**src/rtl/rom_reader_pkg.sv**
```systemverilog
// rtl/rom_reader_pkg.sv - shared types and helpers for the ROM bank reader
package rom_reader_pkg;

    typedef enum logic {
        IDLE  = 1'b0,
        BURST = 1'b1
    } state_t;

    // Fixed-width bank field so the tag type is usable for any bank count up to 256.
    localparam int TAG_BANK_W = 8;

    typedef struct packed {
        logic                  valid;
        logic [TAG_BANK_W-1:0] bank;
        logic                  last;
    } rsp_tag_t;

    function automatic int bank_bits(input int num_banks);
        int b;
        b = 0;
        for (int i = 0; i < 31; i++) begin
            if ((1 << i) < num_banks) begin
                b = i + 1;
            end
        end
        return b;
    endfunction

endpackage

```
**src/rtl/rom_rsp_pipe.sv**
```systemverilog
// rtl/rom_rsp_pipe.sv - response tag shift register matching the ROM read latency
module rom_rsp_pipe
    import rom_reader_pkg::*;
#(
    parameter int LATENCY = 1
) (
    input  logic     clk,
    input  logic     reset,
    input  rsp_tag_t in_tag,
    output rsp_tag_t out_tag,
    output logic     any_valid
);

    rsp_tag_t stage_q [LATENCY];

    always_ff @(posedge clk) begin
        if (reset) begin
            for (int i = 0; i < LATENCY; i++) begin
                stage_q[i] <= '0;
            end
        end else begin
            stage_q[0] <= in_tag;
            for (int i = 1; i < LATENCY; i++) begin
                stage_q[i] <= stage_q[i-1];
            end
        end
    end

    always_comb begin
        any_valid = 1'b0;
        for (int i = 0; i < LATENCY; i++) begin
            any_valid = any_valid | stage_q[i].valid;
        end
    end

    assign out_tag = stage_q[LATENCY-1];

endmodule

```
**src/rtl/rom_bank_reader.sv**
```systemverilog
// rtl/rom_bank_reader.sv - multi-bank ROM read front-end with bursts and registered response
module rom_bank_reader
    import rom_reader_pkg::*;
#(
    parameter int DATA_WIDTH  = 8,
    parameter int ADDR_WIDTH  = 10,
    parameter int NUM_BANKS   = 2,
    parameter int BANK_BITS   = bank_bits(NUM_BANKS),
    parameter int LEN_WIDTH   = 4,
    parameter int ROM_LATENCY = 1
) (
    input  logic                            clk,
    input  logic                            reset,
    input  logic                            req_valid,
    output logic                            req_ready,
    input  logic [BANK_BITS+ADDR_WIDTH-1:0] req_addr,
    input  logic [LEN_WIDTH-1:0]            req_len,
    input  logic                            req_wrap,
    output logic                            rsp_valid,
    output logic [DATA_WIDTH-1:0]           rsp_data,
    output logic                            rsp_last,
    output logic                            busy,
    output logic [NUM_BANKS-1:0]            rom_cs,
    output logic [ADDR_WIDTH-1:0]           rom_addr,
    input  logic [NUM_BANKS*DATA_WIDTH-1:0] rom_dout
);

    localparam int FULL_W = BANK_BITS + ADDR_WIDTH;

    state_t                state_q, state_d;
    logic [LEN_WIDTH-1:0]  remaining_q, remaining_d;
    logic [FULL_W-1:0]     cur_addr_q, cur_addr_d;
    logic                  wrap_q, wrap_d;
    logic                  issue;
    logic                  issue_last;
    logic [FULL_W-1:0]     issue_addr;
    logic [BANK_BITS-1:0]  issue_bank;
    rsp_tag_t              in_tag, out_tag;
    logic                  any_valid;
    logic [DATA_WIDTH-1:0] sel_data;

    // Wrap mode keeps the bank bits and rolls only the in-macro address.
    function automatic logic [FULL_W-1:0] next_addr(input logic [FULL_W-1:0] a, input logic w);
        if (w) begin
            return {a[FULL_W-1 -: BANK_BITS], a[ADDR_WIDTH-1:0] + ADDR_WIDTH'(1)};
        end
        return a + FULL_W'(1);
    endfunction

    always_comb begin
        state_d     = state_q;
        remaining_d = remaining_q;
        cur_addr_d  = cur_addr_q;
        wrap_d      = wrap_q;
        issue       = 1'b0;
        issue_last  = 1'b0;
        issue_addr  = cur_addr_q;
        case (state_q)
            IDLE: begin
                if (req_valid) begin
                    issue       = 1'b1;
                    issue_addr  = req_addr;
                    issue_last  = (req_len == '0);
                    remaining_d = req_len;
                    cur_addr_d  = next_addr(req_addr, req_wrap);
                    wrap_d      = req_wrap;
                    if (req_len != '0) begin
                        state_d = BURST;
                    end
                end
            end
            BURST: begin
                issue       = 1'b1;
                issue_addr  = cur_addr_q;
                issue_last  = (remaining_q == LEN_WIDTH'(1));
                remaining_d = remaining_q - LEN_WIDTH'(1);
                cur_addr_d  = next_addr(cur_addr_q, wrap_q);
                if (issue_last) begin
                    state_d = IDLE;
                end
            end
            default: state_d = IDLE;
        endcase
    end

    assign issue_bank = issue_addr[FULL_W-1 -: BANK_BITS];
    assign req_ready  = !reset && (state_q == IDLE);

    always_ff @(posedge clk) begin
        if (reset) begin
            state_q     <= IDLE;
            remaining_q <= '0;
            cur_addr_q  <= '0;
            wrap_q      <= 1'b0;
            rom_cs      <= '0;
            rom_addr    <= '0;
        end else begin
            state_q     <= state_d;
            remaining_q <= remaining_d;
            cur_addr_q  <= cur_addr_d;
            wrap_q      <= wrap_d;
            rom_cs      <= issue ? (NUM_BANKS'(1) << issue_bank) : '0;
            if (issue) begin
                rom_addr <= issue_addr[ADDR_WIDTH-1:0];
            end
        end
    end

    always_comb begin
        in_tag       = '0;
        in_tag.valid = issue;
        in_tag.bank  = TAG_BANK_W'(issue_bank);
        in_tag.last  = issue_last;
    end

    rom_rsp_pipe #(
        .LATENCY (ROM_LATENCY)
    ) u_rsp_pipe (
        .clk       (clk),
        .reset     (reset),
        .in_tag    (in_tag),
        .out_tag   (out_tag),
        .any_valid (any_valid)
    );

    always_comb begin
        sel_data = '0;
        for (int b = 0; b < NUM_BANKS; b++) begin
            if (out_tag.bank == TAG_BANK_W'(b)) begin
                sel_data = rom_dout[b*DATA_WIDTH +: DATA_WIDTH];
            end
        end
    end

    always_ff @(posedge clk) begin
        if (reset) begin
            rsp_valid <= 1'b0;
            rsp_last  <= 1'b0;
            rsp_data  <= '0;
        end else begin
            rsp_valid <= out_tag.valid;
            rsp_last  <= out_tag.valid & out_tag.last;
            if (out_tag.valid) begin
                rsp_data <= sel_data;
            end
        end
    end

    assign busy = (state_q == BURST) || any_valid;

endmodule

```
**config.mk**
```make
export PLATFORM = sky130hd
export DESIGN_NAME = rom_bank_reader
export DESIGN_NICKNAME = d
export VERILOG_FILES = /design/src/rtl/rom_reader_pkg.sv /design/src/rtl/rom_rsp_pipe.sv /design/src/rtl/rom_bank_reader.sv
export SDC_FILE = /design/constraint.sdc
export NUM_CORES = 1
export LEC_CHECK = 0
export ABC_AREA = 1
export BUFFER_PORTS_ARGS = -buffer_cell sky130_fd_sc_hd__buf_2
export CAP_MARGIN = 10
export CORE_UTILIZATION = 30
export CTS_CLUSTER_SIZE = 20
export DETAILED_ROUTE_END_ITERATION = 8
export PLACE_DENSITY = 0.51
export SETUP_SLACK_MARGIN = 0.5
export SYNTH_ARGS = -nofsm -noshare
export SYNTH_HDL_FRONTEND = slang
export SYNTH_HIERARCHICAL = 1
export SYNTH_SLANG_ARGS = --single-unit
```
**constraint.sdc**
```tcl
create_clock -name clk -period 1.95 [get_ports clk]
set_input_delay 0.0975 -clock clk [delete_from_list [all_inputs] [get_ports clk]]
set_output_delay 0.0975 -clock clk [all_outputs]
set_load 0.005 [all_outputs]
```
==> results by group <==
Status
  – Status: completed

Synth
  – Post-synthesis async set-or-reset flop share: 0%
  – Post-Syn Instances: 401
  – Number of distinct library cells after synthesis: 34
  – Seq/Total Area, Yosys: 37.2%
  – Syn Area/Cell: 6.57 um^2
  – Post-synth EDFFs: 0
  – Synth Warn #: 6
  – Largest family of logic cells by synthesized area: simple AND/OR/NAND/NOR gates
  – #FFs+latches synth: 49
  – Mapped cell area: between 2000 and 3000 um^2
  – Post-Synth Adder-Cell Area: ~1.9%
  – Post-Synth XOR/XNOR Area: 0.997%
  – Post-Synth Simple-Gate Area: 36.4%
  – Mux share of post-synthesis cell area: 0%
  – Primary FF master, synth: dfxtp_1
  – Compound-gate portion of the synthesized area: 8.73%

GRT
  – GRT met1 Usage: about a fifth
  – Initial antenna violation count: 0
  – Met2 GRT Util: 25.6%
  – Total gr overflow: 0
  – First-pass GRT wire length: between 10,000 and 15,000 um
  – GR peak layer: met2
  – Met3 Usage GRT: 2.84%
  – Total GRT Usage: roughly 15%
  – Largest net degree at the start of global routing: 29
  – Vias in the first global route: 2,298

Timing
  – Tmin final: 1.38 ns
  – Slew headroom: 61.6%
  – WHS: 0.0679 ns
  – Final Skew: 0.0102 ns
  – Final setup fails: 0
  – RSZ-0062 raised after global routing: yes
  – Setup TNS: 0 ns
  – Fin. max-slew vios: 0
  – Tcrit/Tclk final: 70.8%
  – Hold Fails Final Rpt: 0
  – Worst-Margin Slew: around 0.58 ns
  – Achievable Freq: 725 MHz

Floorplan
  – Core outline area: between 8000 and 9000 um^2
  – Die Y: 95.7 um
  – Num ports: between 50 and 60
  – Chip width: between 90 and 100 um
  – Die area: 9170 um^2
  – Initial core utilization: 31.6%
  – Site Rows: 33

Power
  – Pwr Density: roughly 720 nW/um^2
  – VDD IR max: between 200 and 300 uV
  – LEAKAGE: 1.63 nW

Worst setup path
  – Startpoint Class: flop
  – Worst path max stage delay: between 0.3 and 0.4 ns
  – Setup CP Type: flop to output port
  – Crit. End Element: output port
  – Worst Path Arrival: between 1 and 1.5 ns
  – Worst Path Required: 1.85 ns
  – Crit-path max FO: 19
  – Crit-path cells: buf_4, or2_2, buf_2
  – Critical-path cell with the highest stage delay: dfxtp_1

Routing
  – Via count: 2,581
  – Routed WL: between 6000 and 7000 um
  – DR WL/cell: about 12 um
  – DRT antenna net count: 0
  – Vias per inst: 4.57
  – DR DRC count: 0
  – Drt pass-1 iters: 5
  – 1st-iter DRT viols: 113

Clock tree
  – Clk pin slew, worst setup/hold paths: 0.10 ns
  – Clock root buffer master: clkbuf_8
  – H-tree levels: 2
  – Clock latency on the worst-skew pair: ~0.31 ns
  – CTS tree: done
  – Post-cts hold buffer count: 0
  – CTS Sinks: around 50
  – Total CTS buffers: 5
  – Clock Path Buffers: 2

Flow run
  – Max cap viols: 0

Place
  – GPL Wtd Cong: 0.833
  – HPWL Detailed: 4990 um
  – I/O Buffers: 58

Final layout
  – Final Util: 37.3%
  – Commonest cells after routing, fill and taps aside: 93 x nand2_1, 68 x inv_1, 58 x buf_2
  – Layout area overhead: 17.9%
  – Fin nets: roughly 500
  – Proportion of layout cells with a drive suffix above 1: about a fifth
  – Antenna Cells: 0
  – Most common cell after layout, fill and taps aside: nand2_1
  – Fill cells: 931

Hold path
  – Worst Hold Class: input pin to flop
area by class of cell:
type,instances,area (um^2),share of cell area (%)
clock buffer,5,68.8,2.21
clock inverter,3,26.3,0.845
inverter,72,273,8.77
multi-input combinational,269,1310,42.0
sequential,49,983,31.6
tap,105,131,4.23
timing repair buffer,62,320,10.3
Yosys cell counts, types with 2 or more instances:
library cell / instances / share of area (%)
xnor2_1: 2 / 0.66
nand2_1: 93 / 13
nand4_1: 7 / 1.7
inv_2: 4 / 0.57
nor2_1: 54 / 7.7
buf_4: 9 / 2.6
dfxtp_1: 49 / 37
nor2_2: 2 / 0.47
buf_2: 7 / 1.3
or2_4: 2 / 0.66
o221ai_1: 5 / 1.7
a21oi_1: 8 / 1.5
ha_1: 4 / 1.9
nand3_1: 53 / 10
inv_1: 68 / 9.7
o21ai_0: 16 / 3.0
flip-flops by register name, summed over array words and instances (netlist names):
name and cells:
cur_addr_q 11, rom_addr 10, u_rsp_pipe/stage_q 10, rsp_data 8, remaining_q 4, rom_cs 2
rsp_last 1, rsp_valid 1, state_q 1, wrap_q 1
kinds of logic (layout without fill, tap and decap cells):
group / after synthesis / count (layout)
compound gates: 37 / 37
fa+ha+maj: 4 / 4
xor+xnor: 3 / 3
flops: 49 / 49
simple gates: 218 / 218
buf+inv: 89 / 142
other cells: 1 / 7
through the flow:
step	cells	area (um^2)	setup slack [ns]	power [mW]
after global routing	565	3110	0.435	2.39
after CTS	565	3090	0.506	2.27
after detailed placement	557	3000	0.515	1.62
final	565	3110	0.570	2.25
after global placement	557	3000	0.503	1.62
after floorplan	407	2660	0.753	1.48
routing by layer:
| layer | wire, um | share of wire (%) |
|---|---|---|
| met2 | 3240 | 49 |
| met3 | 313 | 4.7 |
| met5 | 0 | 0 |
| met1 | 3030 | 46 |
| met4 | 71 | 1.1 |
final timing paths:
path                                                from             to  slack [ns]  cells after the start
worst max-delay path                             state_q           busy        0.57                      3
worst min-delay path                            req_wrap         wrap_q        0.07                      3
worst max register to register             cur_addr_q[1]  cur_addr_q[8]        0.58                      8
worst min register to register  u_rsp_pipe/stage_q[0][0]       rsp_last        0.42                      2
timing repair:
| action | in CTS | in global routing |
|---|---|---|
| buffers inserted | 0 | 0 |
| pin swaps | 0 | 0 |
| endpoints found under the setup margin | 1 | 17 |
| resized for setup | 1 | 6 |
power by group:
part	leakage [nW]	switching, mW	total, mW	internal [mW]
logic	1.18	0.272	0.454	0.182
registers	0.406	0.0643	1.15	1.08
clock network	0.0423	0.383	0.645	0.262
critical path: cells and delay by family, from the launching register on:
family | cells | cell delay [ns]
and+or+nand+nor | 1 | 0.31
DFF | 1 | 0.33
buffers and inverters | 2 | 0.34
Power figures use the tool's default switching activity.
